<file path="src/rtl/spi_ram_arbiter.sv">
// Shares a single-port RAM between the SPI command stream and a local master port.
// SPI commands are decoded on the rx_valid rising edge; RAM access is arbitrated round-robin.
module spi_ram_arbiter #(
  parameter int ADDR_W = 8,
  parameter int DATA_W = 8
) (
  input  logic              clk,
  input  logic              rst_n,
  input  logic              rx_valid,
  input  logic [9:0]        rx_data,
  output logic              tx_valid,
  output logic [7:0]        tx_data,
  input  logic              loc_req,
  input  logic              loc_we,
  input  logic [ADDR_W-1:0] loc_addr,
  input  logic [DATA_W-1:0] loc_wdata,
  output logic              loc_gnt,
  output logic              loc_rvalid,
  output logic [DATA_W-1:0] loc_rdata,
  output logic              mem_en,
  output logic              mem_we,
  output logic [ADDR_W-1:0] mem_addr,
  output logic [DATA_W-1:0] mem_wdata,
  input  logic [DATA_W-1:0] mem_rdata,
  output logic              spi_ovf
);

  typedef enum logic [1:0] {IDLE, ACCESS, RD_WAIT} state_t;

  state_t state_reg, state_next;

  logic              rx_valid_d;
  logic              capture;
  logic [1:0]        cmd;
  logic [ADDR_W-1:0] wr_addr, rd_addr;
  logic              spi_pend, pend_we;
  logic [ADDR_W-1:0] pend_addr;
  logic [DATA_W-1:0] pend_wdata;
  logic              last_gnt_spi, cur_spi;

  logic              grant_spi;
  logic              mem_en_next, mem_we_next, loc_gnt_next;
  logic [ADDR_W-1:0] mem_addr_next;
  logic [DATA_W-1:0] mem_wdata_next;
  logic              rd_done;

  assign capture = rx_valid && !rx_valid_d;
  assign cmd     = rx_data[9:8];
  assign rd_done = (state_reg == RD_WAIT);

  always_ff @(posedge clk) begin
    if (!rst_n) state_reg <= IDLE;
    else        state_reg <= state_next;
  end

  always_comb begin
    state_next = state_reg;
    case (state_reg)
      IDLE:    if (spi_pend || loc_req) state_next = ACCESS;
      ACCESS:  state_next = mem_we ? IDLE : RD_WAIT;
      RD_WAIT: state_next = IDLE;
      default: state_next = IDLE;
    endcase
  end

  // SPI wins unless the local port is also asking and SPI had the previous grant.
  always_comb begin
    grant_spi      = 1'b0;
    mem_en_next    = 1'b0;
    mem_we_next    = 1'b0;
    mem_addr_next  = mem_addr;
    mem_wdata_next = mem_wdata;
    loc_gnt_next   = 1'b0;
    if (state_reg == IDLE && (spi_pend || loc_req)) begin
      grant_spi   = spi_pend && (!loc_req || !last_gnt_spi);
      mem_en_next = 1'b1;
      if (grant_spi) begin
        mem_we_next    = pend_we;
        mem_addr_next  = pend_addr;
        mem_wdata_next = pend_wdata;
      end else begin
        mem_we_next    = loc_we;
        mem_addr_next  = loc_addr;
        mem_wdata_next = loc_wdata;
        loc_gnt_next   = 1'b1;
      end
    end
  end

  always_ff @(posedge clk) begin
    if (!rst_n) begin
      rx_valid_d   <= 1'b0;
      wr_addr      <= '0;
      rd_addr      <= '0;
      spi_pend     <= 1'b0;
      pend_we      <= 1'b0;
      pend_addr    <= '0;
      pend_wdata   <= '0;
      last_gnt_spi <= 1'b0;
      cur_spi      <= 1'b0;
      mem_en       <= 1'b0;
      mem_we       <= 1'b0;
      mem_addr     <= '0;
      mem_wdata    <= '0;
      loc_gnt      <= 1'b0;
      loc_rvalid   <= 1'b0;
      loc_rdata    <= '0;
      tx_valid     <= 1'b0;
      tx_data      <= '0;
      spi_ovf      <= 1'b0;
    end else begin
      rx_valid_d <= rx_valid;
      mem_en     <= mem_en_next;
      mem_we     <= mem_we_next;
      mem_addr   <= mem_addr_next;
      mem_wdata  <= mem_wdata_next;
      loc_gnt    <= loc_gnt_next;

      if (mem_en_next) begin
        cur_spi      <= grant_spi;
        last_gnt_spi <= grant_spi;
      end
      if (grant_spi) spi_pend <= 1'b0;

      if (capture) begin
        tx_valid <= 1'b0;
        case (cmd)
          2'b00: wr_addr <= rx_data[ADDR_W-1:0];
          2'b10: rd_addr <= rx_data[ADDR_W-1:0];
          default: begin
            // An op that is being granted this cycle is not overwritten, so no overflow.
            if (spi_pend && !grant_spi) spi_ovf <= 1'b1;
            spi_pend   <= 1'b1;
            pend_we    <= (cmd == 2'b01);
            pend_addr  <= (cmd == 2'b01) ? wr_addr : rd_addr;
            pend_wdata <= rx_data[DATA_W-1:0];
          end
        endcase
      end

      loc_rvalid <= rd_done && !cur_spi;
      if (rd_done && !cur_spi) loc_rdata <= mem_rdata;
      if (rd_done && cur_spi) begin
        tx_valid <= 1'b1;
        tx_data  <= mem_rdata[7:0];
      end
    end
  end

endmodule

</file>
<file path="config.mk">
export PLATFORM = sky130hd
export DESIGN_NAME = spi_ram_arbiter
export DESIGN_NICKNAME = d
export VERILOG_FILES = /design/src/rtl/spi_ram_arbiter.sv
export SDC_FILE = /design/constraint.sdc
export NUM_CORES = 1
export LEC_CHECK = 0
export CAP_MARGIN = 5
export CORE_MARGIN = 1
export CORE_UTILIZATION = 48
export CTS_BUF_LIST = sky130_fd_sc_hd__clkbuf_16
export DETAILED_ROUTE_END_ITERATION = 8
export GPL_TIMING_DRIVEN = 0
export HOLD_SLACK_MARGIN = 0.08
export PLACE_DENSITY = 0.9
export SLEW_MARGIN = 20
export SYNTH_ARGS = -nofsm -noshare
export SYNTH_HDL_FRONTEND = slang
export SYNTH_SLANG_ARGS = --single-unit
</file>
<file path="constraint.sdc">
create_clock -name clk -period 2 [get_ports clk]
set_clock_uncertainty 0.15 [all_clocks]
set_input_delay 0.2 -clock clk [delete_from_list [all_inputs] [get_ports clk]]
set_output_delay 0.2 -clock clk [all_outputs]
set_load 0.01 [all_outputs]
</file>
-- After elaboration in Yosys (flattened, before gate mapping)
Cells that the tools add are included.
- order comparisons: 0
- add/sub/neg operators: 0
- divide/modulo/power cells: 0
- multiplexer cells: 15
- equal/unequal tests: 5
- reductions and logical operators: 21
- bitwise operators: 1
- shift-type cells: 0
- $mul: 0
- operators with widths (kind ; count):
    2-to-1 mux 8 bit ; 3
    2-to-1 mux 1 bit ; 9
    AND reduction 2 bit ; 4
    logical AND 1 bit ; 6
    == test 2 x 1 -> 1 bit (second input constant) ; 2
    == test 2 bit (second input constant) ; 2
    logical NOT 1 bit ; 4
    logical NOT 2 bit ; 2
    2-to-1 mux 2 bit ; 2
    one-hot mux 2 bit (2 select lines) ; 1
    AND reduction 3 bit ; 1
    logical OR 1 bit ; 2
    inequality test 2 x 1 -> 1 bit (second input constant) ; 1
    nonzero test 2 bit ; 1
    OR reduction 2 bit ; 1
    NOT 1 bit ; 1
- bits in latches: 0
- bits in registers: 76
- ROM bits: 0
- word-level logic and storage cells: 61
- bits in writable memories: 0
- memories kept: 0
- input port bits: 39
- output and inout port bits: 38

-- Depth between registers and ports, before layout
Gate-level depths: netlist of the first run.
- depth in word-level cells: 7
- gate-level depth with buffers: 6
- mapped depth without buffers: 3

-- Worst setup path after synthesis of the first run
Ideal clock, no wire load.
- path type: register to register
- start point: register spi_pend
- end point: register mem_wdata[6]
- required time: 1.758 ns
- path buffers: 3
- clock period less this slack: 1.493 ns
- slack: 0.507 ns
- setup time: 0.092 ns
- cell stages (with the launch flop): 7
- arrival time: 1.252 ns
- cell sequence: dfxtp_1 or2_1 buf_6 and2_4 buf_6 buf_12 a311oi_4
- word-level cells in the longest chain between the ends: 2
- elaborated cells on any way between the ends: 4
- those cells by class: mux (1); reduce/logical (3)
- RTL lines (element ; RTL line ; RTL):
    from (decl) ; 36 ; logic spi_pend, pend_we;
    from (signal assigned) ; 95 ; spi_pend <= 1'b0;
    from (signal assigned) ; 123 ; if (grant_spi) spi_pend <= 1'b0;
    from (signal assigned) ; 133 ; spi_pend <= 1'b1;
    logical AND 1 bit or logical OR 1 bit (tied branches) ; 75, 74 ;
    2-to-1 mux 8 bit or logical AND 1 bit (tied branches) ; 77, 74 ;
    to (signal assigned) ; 116 ; mem_wdata <= mem_wdata_next;
    to (decl) ; 23 ; output logic [DATA_W-1:0] mem_wdata,
Parallel ways exist; a longest one is shown, timed or not.
A chain may end at the register's enable or synchronous reset.

-- Final worst setup path of the first run
- start point: input port rx_valid
- end point: register wr_addr[6]
- word-level cells in the longest chain between the ends: 2
- RTL lines (element ; RTL line ; RTL):
    from (decl) ; 9 ; input logic rx_valid,
    logical AND 1 bit ; 47 ; assign capture = rx_valid && !rx_valid_d;
    AND reduction 2 bit (no source line) ; n/a ;
    to (signal assigned) ; 128 ; 2'b00: wr_addr <= rx_data[ADDR_W-1:0];
    to (decl) ; 35 ; logic [ADDR_W-1:0] wr_addr, rd_addr;
Every way passes these cells.

==> results of run 1 <==
-- metrics by stage --
step / setup TNS (ns) / util [%] / hold WS, ns
5_1_grt: 0 / 69.7 / 0.150
2_1_floorplan: 0 / - / 0.179
3_5_place_dp: -0.00615 / 64.4 / 0.299
4_1_cts: 0 / 69.7 / 0.114
6_report: 0 / 69.7 / 0.123
3_3_place_gp: 0 / 64.4 / 0.293
-- routing by layer --
layer | part of all wire (%) | vias to the layer above | global-route usage [%]
li1 | - | 1300 | -
met1 | 43 | 1284 | 31.0
met2 | 49 | 118 | 38.9
met3 | 6.9 | 13 | 5.73
met4 | 1.4 | 0 | 9.64
met5 | 0 | - | 0
-- kinds of logic (layout without fill, tap and decap cells) --
group,after synthesis,count (layout),synth area share (%)
AND/OR/NAND/NOR,116,116,17.0
flip-flops,76,76,50.9
AO/OA/AOI/OAI,75,75,18.5
buffers and inverters,31,122,5.60
multiplexers,24,24,8.03
-- placed cells by master, fill, tap and decap left out, types with 9 or more instances in the layout --
cell type	count
a211oi_1	9
a21oi_1	27
a311oi_2	9
buf_2	15
clkbuf_16	9
clkdlybuf4s50_1	75
dfxtp_1	76
mux2i_1	24
nand2_1	58
nand3_1	17
nor2_1	29
o21ai_0	9
-- power breakdown --
group          internal, mW  switching (mW)
registers              1.59          0.0460
logic                 0.255           0.238
clock network          1.09           0.615
-- worst paths after layout --
check                                             start                        to  cells after the start
worst max-delay path                           rx_valid   wr_addr[6]$_SDFFE_PN0P_                      6
worst min-delay path                              rst_n   wr_addr[5]$_SDFFE_PN0P_                      3
worst max register to register      spi_pend$_SDFF_PN0_  mem_addr[1]$_SDFFE_PN0P_                      4
worst min register to register  wr_addr[7]$_SDFFE_PN0P_   wr_addr[7]$_SDFFE_PN0P_                      2
-- layout make-up --
cell class / instances / area, um2
flip-flops and latches: 76 / 1520
plain buffers: 27 / 153
fillers: 415 / 1800
clock buffers: 9 / 225
multi-input cells: 215 / 1300
well taps: 75 / 93.8
inverters: 4 / 15.0
clock inverters: 7 / 91.3
repair buffers: 75 / 751
-- tightest hold or removal path, cell delays in order --
cell and delay, ns:
buf_2 0.17, nand2_1 0.11, o21ai_1 0.06
==> impl_metrics.tcl, run 1 <==
set metrics [dict create \
    post-cts-setup-buffer-count 0 \
    grt_util_all_layers_pct 24.1 \
    maximum_number_of_pins_on_one_net_before_global_route_repair 14 \
    place.port_buffers 75 \
    detail_route.vias_per_cell 5.56 \
    post_drt_wl_per_cell_um 15.6 \
    synthTopCellsByArea "dfxtp_1 (51%), mux2i_1 (8.0%), nand2_1 (7.3%)" \
    max-slew-margin-rel_pct 56.2 \
    r2r_setup_slack_ns 0.34 \
    num_antenna_cells 0 \
    htreeDepth 3 \
    grt_antenna_before_repair 0 \
    stdcell_count 488 \
    p_total_mw 3.83 \
    cts.hold.buffers_added 0 \
    worst_hold_path_type "input pin to register" \
    critical-path-slowest-cell "clkdlybuf4s50_1" \
    asyncSetResetFlopFracSynth_pct 0 \
    worst-path-buf-inv 3 \
    post-route-worst-setup-slack_ns 0.318 \
    final_layout_size_suffix_gt1_share_pct 12.1 \
    die_w_um 80.9 \
    synth_common_cells "dfxtp_1 (76), nand2_1 (58), nor2_1 (29)" \
    post-place-cells 472 \
    cts.repair.resized 0 \
    finalHoldViolations 0 \
    initial_core_util_pct 50.2 \
    cts-root-buf "clkbuf_16" \
    row_count 28 \
    mappedNetlistNets 361 \
    clk-insertion-delay-late_ns 0.33 \
    synth.lib_cells_used.distinct 36 \
    dp_worst_setup_slack_ns -0.00615 \
    wl_um 7590 \
    ant_nets 0 \
    number_of_buffers_added_by_the_clock_tree_synthesis_step 9 \
    max_freq_mhz 595 \
    layout.cell_area.non_filler_mm2 0.00415 \
    area_growth_from_synthesis_to_final_layout_pct 38.8 \
    criticalPathCategory "input pin to register" \
    dominantRegCellSynth "dfxtp_1" \
    outcome "completed" \
    fp.dieArea_mm2 0.00655 \
    ys_seq_elements 76 \
    grt_setup_unrepaired "no" \
    tightest_slew_ns 0.656 \
    yosys.area.top_type "dfxtp_1" \
    worst-endpoint-required_ns 2.06 \
    drv.max_cap_violation_count 0 \
    numClockSinks 76 \
    hpwlAfterDp_um 5240 \
    crit_arrival_ns 1.74 \
    synth.top_cell.area_share_pct 50.9 \
    final_min_period_over_clock_period_pct 84.1 \
    synth_enable_flop_cells 0 \
    dpl_cell_area_mm2 0.00384 \
    detail_route.drc_violations 0 \
    drtIter0Drc 180 \
    die_h_um 80.9 \
    cp_top_family "buffers and inverters" \
    num_vias 2715 \
    mappedNetlistArea_mm2 0.00299 \
    grt_pass1_vias 2496 \
    design.core.area_mm2 0.00596 \
    power.leakage_nw 1.61 \
    ctsLongestPathBuffers 2 \
    placer_congestion_estimate 0.782 \
    syn_avg_cell_area_um2 9.29 \
    vdd_drop_max_uv 568 \
    clock_transition_at_the_register_clock_pins_on_the_worst_setup_and_hold_paths_after_cts_ns 0.06 \
    cts_tree "done" \
    crit_path_max_fanout 10 \
    grt_pass1_wl_um 12000 \
    syn-instance-count 322 \
    grt_overflow 0 \
    worstSetupEndpointType "register" \
    top_level_ports 77 \
    yosysSeqAreaShare_pct 50.9 \
    timing.critical_path.cells "clkdlybuf4s50_1 -> or4b_1 -> buf_2 -> buf_2 -> nand3_1 -> o21ai_1" \
    critPathMostFrequentCell "buf_2" \
    power_per_cell_area_mw_per_mm2 923 \
    yosys.cell_count.top_type "dfxtp_1" \
    ys_warn_count 0 \
    finish.net_count 447 \
    crit_path_start_kind "input pin" \
    slew_violations 0 \
    drt-pass1-iter-count 5 \
    cp_slowest_stage_delay_ns 0.54 \
    setup_viol_count_final 0 \
    timing.final.crit_period_ns 1.68 \
]
No activity file was read; power rests on OpenSTA's default activity.
==> inputs of run 2 (changes only) <==
clock period = 1.61 ns   (was 2 ns; I/O delays follow)
==> run 2 against run 1 <==
  * The flow now finishes with violations (setup timing)
  * Non-clock buffer count down 1
  * Critical path depth down 2
  * Cell area up 1.2%
  * Global-route usage up 0.12 points
  * Wire length up 2.6%
  * Clock power up 25%
  * Worst setup slack worse by 0.36 ns
  * Worst hold slack worse by 0.029 ns
  * Cell count down 0.20%
  * Core utilization up 0.86 points
  * Die area unchanged
  * Register-to-register slack worse by 0.38 ns
  * Critical path type is now register to register
==> impl_metrics.tcl, run 2 (synthesis results as in run 1) <==
set metrics [dict create \
    outcome "finished with violations" \
    failing_checks "setup timing" \
    number_of_buffers_added_by_the_clock_tree_synthesis_step 9 \
    vdd_drop_max_uv 704 \
    place.port_buffers 75 \
    crit_path_max_fanout 9 \
    placer_congestion_estimate 0.782 \
    tightest_slew_ns 0.646 \
    detail_route.vias_per_cell 5.56 \
    fp.dieArea_mm2 0.00655 \
    post-route-worst-setup-slack_ns -0.0380 \
    initial_core_util_pct 50.2 \
    multi_input_comb_area_mm2 0.00132 \
    criticalPathCategory "register to register" \
    finalCoreUtilization_pct 70.6 \
    maximum_number_of_pins_on_one_net_before_global_route_repair 18 \
    wl_um 7790 \
    clock_transition_at_the_register_clock_pins_on_the_worst_setup_and_hold_paths_after_cts_ns 0.06 \
    global_route.peak_usage_layer "met2" \
    critical-path-slowest-cell "dfxtp_1" \
    met2_usage_pct 39.0 \
    setup.worst_path.start "state_reg[1]$_SDFFE_PN0P_" \
    grt_overflow 0 \
    die_h_um 80.9 \
    crit_arrival_ns 1.70 \
    ant_nets 0 \
    timing.final.crit_period_ns 1.65 \
    detail_route.drc_violations 0 \
    design.core.area_mm2 0.00596 \
    timing.critical_path.cells "nor3b_1 -> clkbuf_4 -> mux2i_1 -> nor2_1" \
    power.leakage_nw 1.63 \
    grt_pass1_wl_um 12000 \
    top_level_ports 77 \
    worst_hold_path_type "input pin to register" \
    numClockSinks 76 \
    slew_violations 0 \
    worst-endpoint-required_ns 1.67 \
    grt_antenna_before_repair 0 \
    r2r_setup_slack_ns -0.04 \
    row_count 28 \
    leading_cell_type_in_the_layout_fill_and_taps_excluded "dfxtp_1" \
    ctsLongestPathBuffers 2 \
    r2r-start "state_reg[1]$_SDFFE_PN0P_" \
    worstSetupEndpoint "loc_rdata[5]$_SDFFE_PN0P_" \
    global_route.usage.met3_pct 5.73 \
    final_min_period_over_clock_period_pct 102 \
    final_layout_size_suffix_gt1_share_pct 12.6 \
    finish.net_count 446 \
    setup_viol_count_final 8 \
    die_w_um 80.9 \
    num_antenna_cells 0 \
    regToRegEndpoint "loc_rdata[5]$_SDFFE_PN0P_" \
    worst_hold_slack_ns 0.0942 \
    use_met1_pct 31.3 \
    mostFrequentLayoutCells "dfxtp_1 (75), clkdlybuf4s50_1 (73), nand2_1 (58)" \
    cp_slowest_stage_delay_ns 0.49 \
    drt-pass1-iter-count 4 \
    grt_pass1_vias 2489 \
    worstSetupEndpointType "register" \
    power_per_cell_area_mw_per_mm2 1140 \
    max-slew-margin-rel_pct 56.9 \
    area_growth_from_synthesis_to_final_layout_pct 40.5 \
    register_area_mm2 0.00153 \
    max_freq_mhz 607 \
    cts-root-buf "clkbuf_16" \
    hpwlAfterDp_um 5240 \
    reg2regPathDepth 4 \
    cts_tree "done" \
    grt_util_all_layers_pct 24.3 \
    post_drt_wl_per_cell_um 16.0 \
    finalHoldViolations 0 \
    num_vias 2707 \
    crit_path_start_kind "register" \
    drtIter0Drc 182 \
    clk-insertion-delay-late_ns 0.33 \
    drv.max_cap_violation_count 0 \
    htreeDepth 3 \
    layout.filler_cells 403 \
]
[run 2: through the flow]
stage / TNS, ns / total power, mW / cells / cell area (um2) / setup WS, ns
2_1_floorplan: 0 / 2.39 / 322 / 2990 / 0.117
3_3_place_gp: -9.80 / 2.66 / 472 / 3840 / -0.305
3_5_place_dp: -11.43 / 2.68 / 472 / 3840 / -0.357
4_1_cts: 0 / 4.78 / 487 / 4160 / 0.00555
5_1_grt: -0.706 / 4.95 / 487 / 4200 / -0.124
6_report: -0.213 / 4.79 / 487 / 4200 / -0.0380
[run 2: cell type report]
cell class                      instances  area share, %
Inverter                                4          0.357
Clock inverter                          7           2.17
Clock buffer                            9           5.36
Buffer                                 22           3.15
Sequential cell                        76           36.3
Tap cell                               75           2.23
Timing Repair Buffer                   79           19.0
Multi-Input combinational cell        215           31.5
[run 2: how the worst min path moves through the flow]
| stage | from | end | slack [ns] | depth (start not counted) |
|---|---|---|---|---|
| 2_1_floorplan | rx_valid | rx_valid_d$_SDFF_PN0_ | 0.14 | 2 |
| 3_3_place_gp | wr_addr[6]$_SDFFE_PN0P_ | wr_addr[6]$_SDFFE_PN0P_ | 0.29 | 2 |
| 3_5_place_dp | wr_addr[7]$_SDFFE_PN0P_ | wr_addr[7]$_SDFFE_PN0P_ | 0.30 | 2 |
| 4_1_cts | rst_n | wr_addr[2]$_SDFFE_PN0P_ | 0.08 | 3 |
| 5_1_grt | rst_n | wr_addr[4]$_SDFFE_PN0P_ | 0.11 | 3 |
| 6_report | rst_n | wr_addr[2]$_SDFFE_PN0P_ | 0.09 | 3 |
[run 2: power breakdown]
part	switching (mW)	internal [mW]	total (mW)
logic	0.302	0.330	0.633
registers	0.0586	1.98	2.04
clock network	0.773	1.35	2.12
total	1.13	3.66	4.79
[run 2: layer usage]
layer  vias up  part of all wire [%]
met5         -                     0
met4         0                   2.1
met3        17                   6.5
met2       117                    47
met1      1273                    44
li1       1300                     -
[run 2: worst max-delay path: cells and delay by family (launching register included)]
| family | cells | cell delay, ns |
|---|---|---|
| multiplexers | 1 | 0.21 |
| flip-flops | 1 | 0.49 |
| AND/OR/NAND/NOR | 2 | 0.37 |
| buffers and inverters | 1 | 0.31 |
[run 2: what timing repair did]
item / 4_1_cts / 5_1_grt
buffers inserted: 0 / 2
hold endpoints to repair: 1 / 0
cloned: 0 / 1
gates resized for setup: 4 / 9
endpoints found under the setup margin: 10 / 25
hold buffers: 1 / 0
pin swaps: 0 / 2
==> inputs of run 3 (changes only) <==
CTS_BUF_LIST = default   (was sky130_fd_sc_hd__clkbuf_16)
==> run 3 against run 2 <==
  * The flow now finishes without violations
  * Critical path depth rose by 2
  * Clock-buffer cell count did not move
  * Flip-flop and latch count did not move
  * Worst setup slack improved by 0.062 ns
  * Critical endpoint is now wr_addr[6]$_SDFFE_PN0P_
  * Largest power group is now registers
==> impl_metrics.tcl, run 3 (synthesis results as in run 1) <==
set metrics [dict create \
    tightest_slew_ns 0.502 \
    layout.filler_cells 410 \
    mostFrequentLayoutCells "dfxtp_1 (73), clkdlybuf4s50_1 (71), nand2_1 (58)" \
    drt-pass1-iter-count 5 \
    number_of_buffers_added_by_the_clock_tree_synthesis_step 9 \
    cp_slowest_stage_delay_ns 0.56 \
    grt_pass1_vias 2445 \
    die_h_um 80.9 \
    num_antenna_cells 0 \
    wl_um 7500 \
    detail_route.vias_per_cell 5.46 \
    final_min_period_over_clock_period_pct 98.5 \
    hpwlAfterDp_um 5240 \
    cp_top_family "buffers and inverters" \
    setup.worst_path.start "rx_data[8]" \
    grt_pass1_wl_um 11400 \
    fp.dieArea_mm2 0.00655 \
    area_growth_from_synthesis_to_final_layout_pct 39.6 \
    final_layout_size_suffix_gt1_share_pct 14.7 \
    crit_path_start_kind "input pin" \
    max-slew-margin-rel_pct 66.5 \
    regToRegEndpoint "wr_addr[6]$_SDFFE_PN0P_" \
    grt_overflow 0 \
    timing.final.crit_period_ns 1.59 \
    r2r_setup_slack_ns 0.04 \
    timing.critical_path.cells "clkdlybuf4s50_1 -> or4b_4 -> buf_6 -> buf_4 -> nand3_1 -> o21ai_1" \
    grt_antenna_before_repair 0 \
    num_vias 2675 \
    ant_nets 0 \
    finalHoldViolations 0 \
    top_level_ports 77 \
    outcome "completed" \
    reg2regPathDepth 5 \
    design.core.area_mm2 0.00596 \
    drv.max_cap_violation_count 0 \
    detail_route.drc_violations 0 \
    critical-path-slowest-cell "or4b_4" \
    layout.cell_area.non_filler_mm2 0.00418 \
    row_count 28 \
    criticalPathCategory "input pin to register" \
    initial_core_util_pct 50.2 \
    cts-root-buf "clkbuf_8" \
    sw_pwr_mw 1.07 \
    place.port_buffers 75 \
    timing.hold.worst_endpoint "mem_wdata[3]$_SDFFE_PN0P_" \
    die_w_um 80.9 \
    power.switching_fraction_pct 25.2 \
    numClockSinks 76 \
    power.leakage_nw 1.66 \
    slew_violations 0 \
    placer_congestion_estimate 0.782 \
    worst-path-buf-inv 3 \
    vdd_drop_max_uv 693 \
    max_freq_mhz 630 \
    htreeDepth 3 \
    worst-endpoint-required_ns 1.70 \
    worstSetupEndpointType "register" \
    power_per_cell_area_mw_per_mm2 1020 \
    power.internal_mw 3.19 \
    crit_path_max_fanout 10 \
    clk-insertion-delay-late_ns 0.35 \
    leading_cell_type_in_the_layout_fill_and_taps_excluded "dfxtp_1" \
    drtIter0Drc 164 \
    grt_util_all_layers_pct 23.0 \
    crit_arrival_ns 1.68 \
    power_frac_clock_pct 37.1 \
    r2r-start "rx_valid_d$_SDFF_PN0_" \
    finish.net_count 449 \
    cts_tree "done" \
    holdCritStartpoint "loc_req" \
    grt_setup_unrepaired "yes" \
    ctsLongestPathBuffers 2 \
    worst_hold_path_type "input pin to register" \
    sequentialPowerShare_pct 47.8 \
    dpl_cell_area_mm2 0.00384 \
    clock_transition_at_the_register_clock_pins_on_the_worst_setup_and_hold_paths_after_cts_ns 0.08 \
    timing.hold.worst_path_depth 4 \
    p_comb_share_pct 15.1 \
    maximum_number_of_pins_on_one_net_before_global_route_repair 18 \
    post_drt_wl_per_cell_um 15.3 \
    finalCoreUtilization_pct 70.1 \
    setup_viol_count_final 0 \
]
-- run 3: final cells by class --
cell class	instances	area [um2]	area share, %
flip-flops and latches	76	1530	36.6
multi-input cells	215	1340	32.0
repair buffers	81	841	20.1
plain buffers	23	149	3.57
clock buffers	9	124	2.97
well taps	75	93.8	2.25
clock inverters	7	91.3	2.19
inverters	4	15.0	0.359
-- run 3: how the worst max path moves through the flow --
stage	depth (start not counted)	endpoint	slack, ns
finish	6	wr_addr[6]$_SDFFE_PN0P_	0.02
global route	6	mem_addr[1]$_SDFFE_PN0P_	-0.02
CTS	5	wr_addr[6]$_SDFFE_PN0P_	0.006
detailed placement	6	wr_addr[6]$_SDFFE_PN0P_	-0.36
global placement	6	wr_addr[7]$_SDFFE_PN0P_	-0.31
floorplan	6	mem_wdata[6]$_SDFFE_PN0P_	0.12
-- run 3: repair_timing --
item,4_1_cts,5_1_grt
pin swaps,0,2
gates cloned,0,1
setup buffers,0,3
hold endpoints to repair,5,1
setup endpoints to repair,8,30
hold buffers,1,1
gates resized for setup,2,25
-- run 3: stage by stage --
stage	hold WS (ns)	setup TNS, ns	power [mW]	setup WS, ns	cells
2_1_floorplan	0.140	0	2.39	0.117	322
3_3_place_gp	0.293	-9.80	2.66	-0.305	472
3_5_place_dp	0.299	-11.43	2.68	-0.357	472
4_1_cts	0.236	0	4.23	0.00560	488
5_1_grt	0.241	-0.0274	4.41	-0.0194	490
6_report	0.201	0	4.26	0.0238	490
-- run 3: power groups by stage --
stage | sequential [mW] | combinational, mW | clock [mW]
2_1_floorplan | 2.09 | 0.303 | 0
3_3_place_gp | 2.07 | 0.589 | 0
3_5_place_dp | 2.07 | 0.604 | 0
4_1_cts | 2.03 | 0.611 | 1.59
5_1_grt | 2.05 | 0.694 | 1.67
6_report | 2.03 | 0.645 | 1.58
-- run 3: worst min-delay path, cell delays in order --
cell	delay [ns]
dlymetal6s2s_1	0.21
a21boi_4	0.13
nand2_1	0.07
a311oi_1	0.08
-- run 3: per-layer routing --
metal,track usage (%),vias to the layer above,routed length (um)
li1,-,1299,-
met1,29.3,1250,3250
met2,36.8,111,3610
met3,4.38,15,481
met4,12.1,0,153
met5,0,-,0
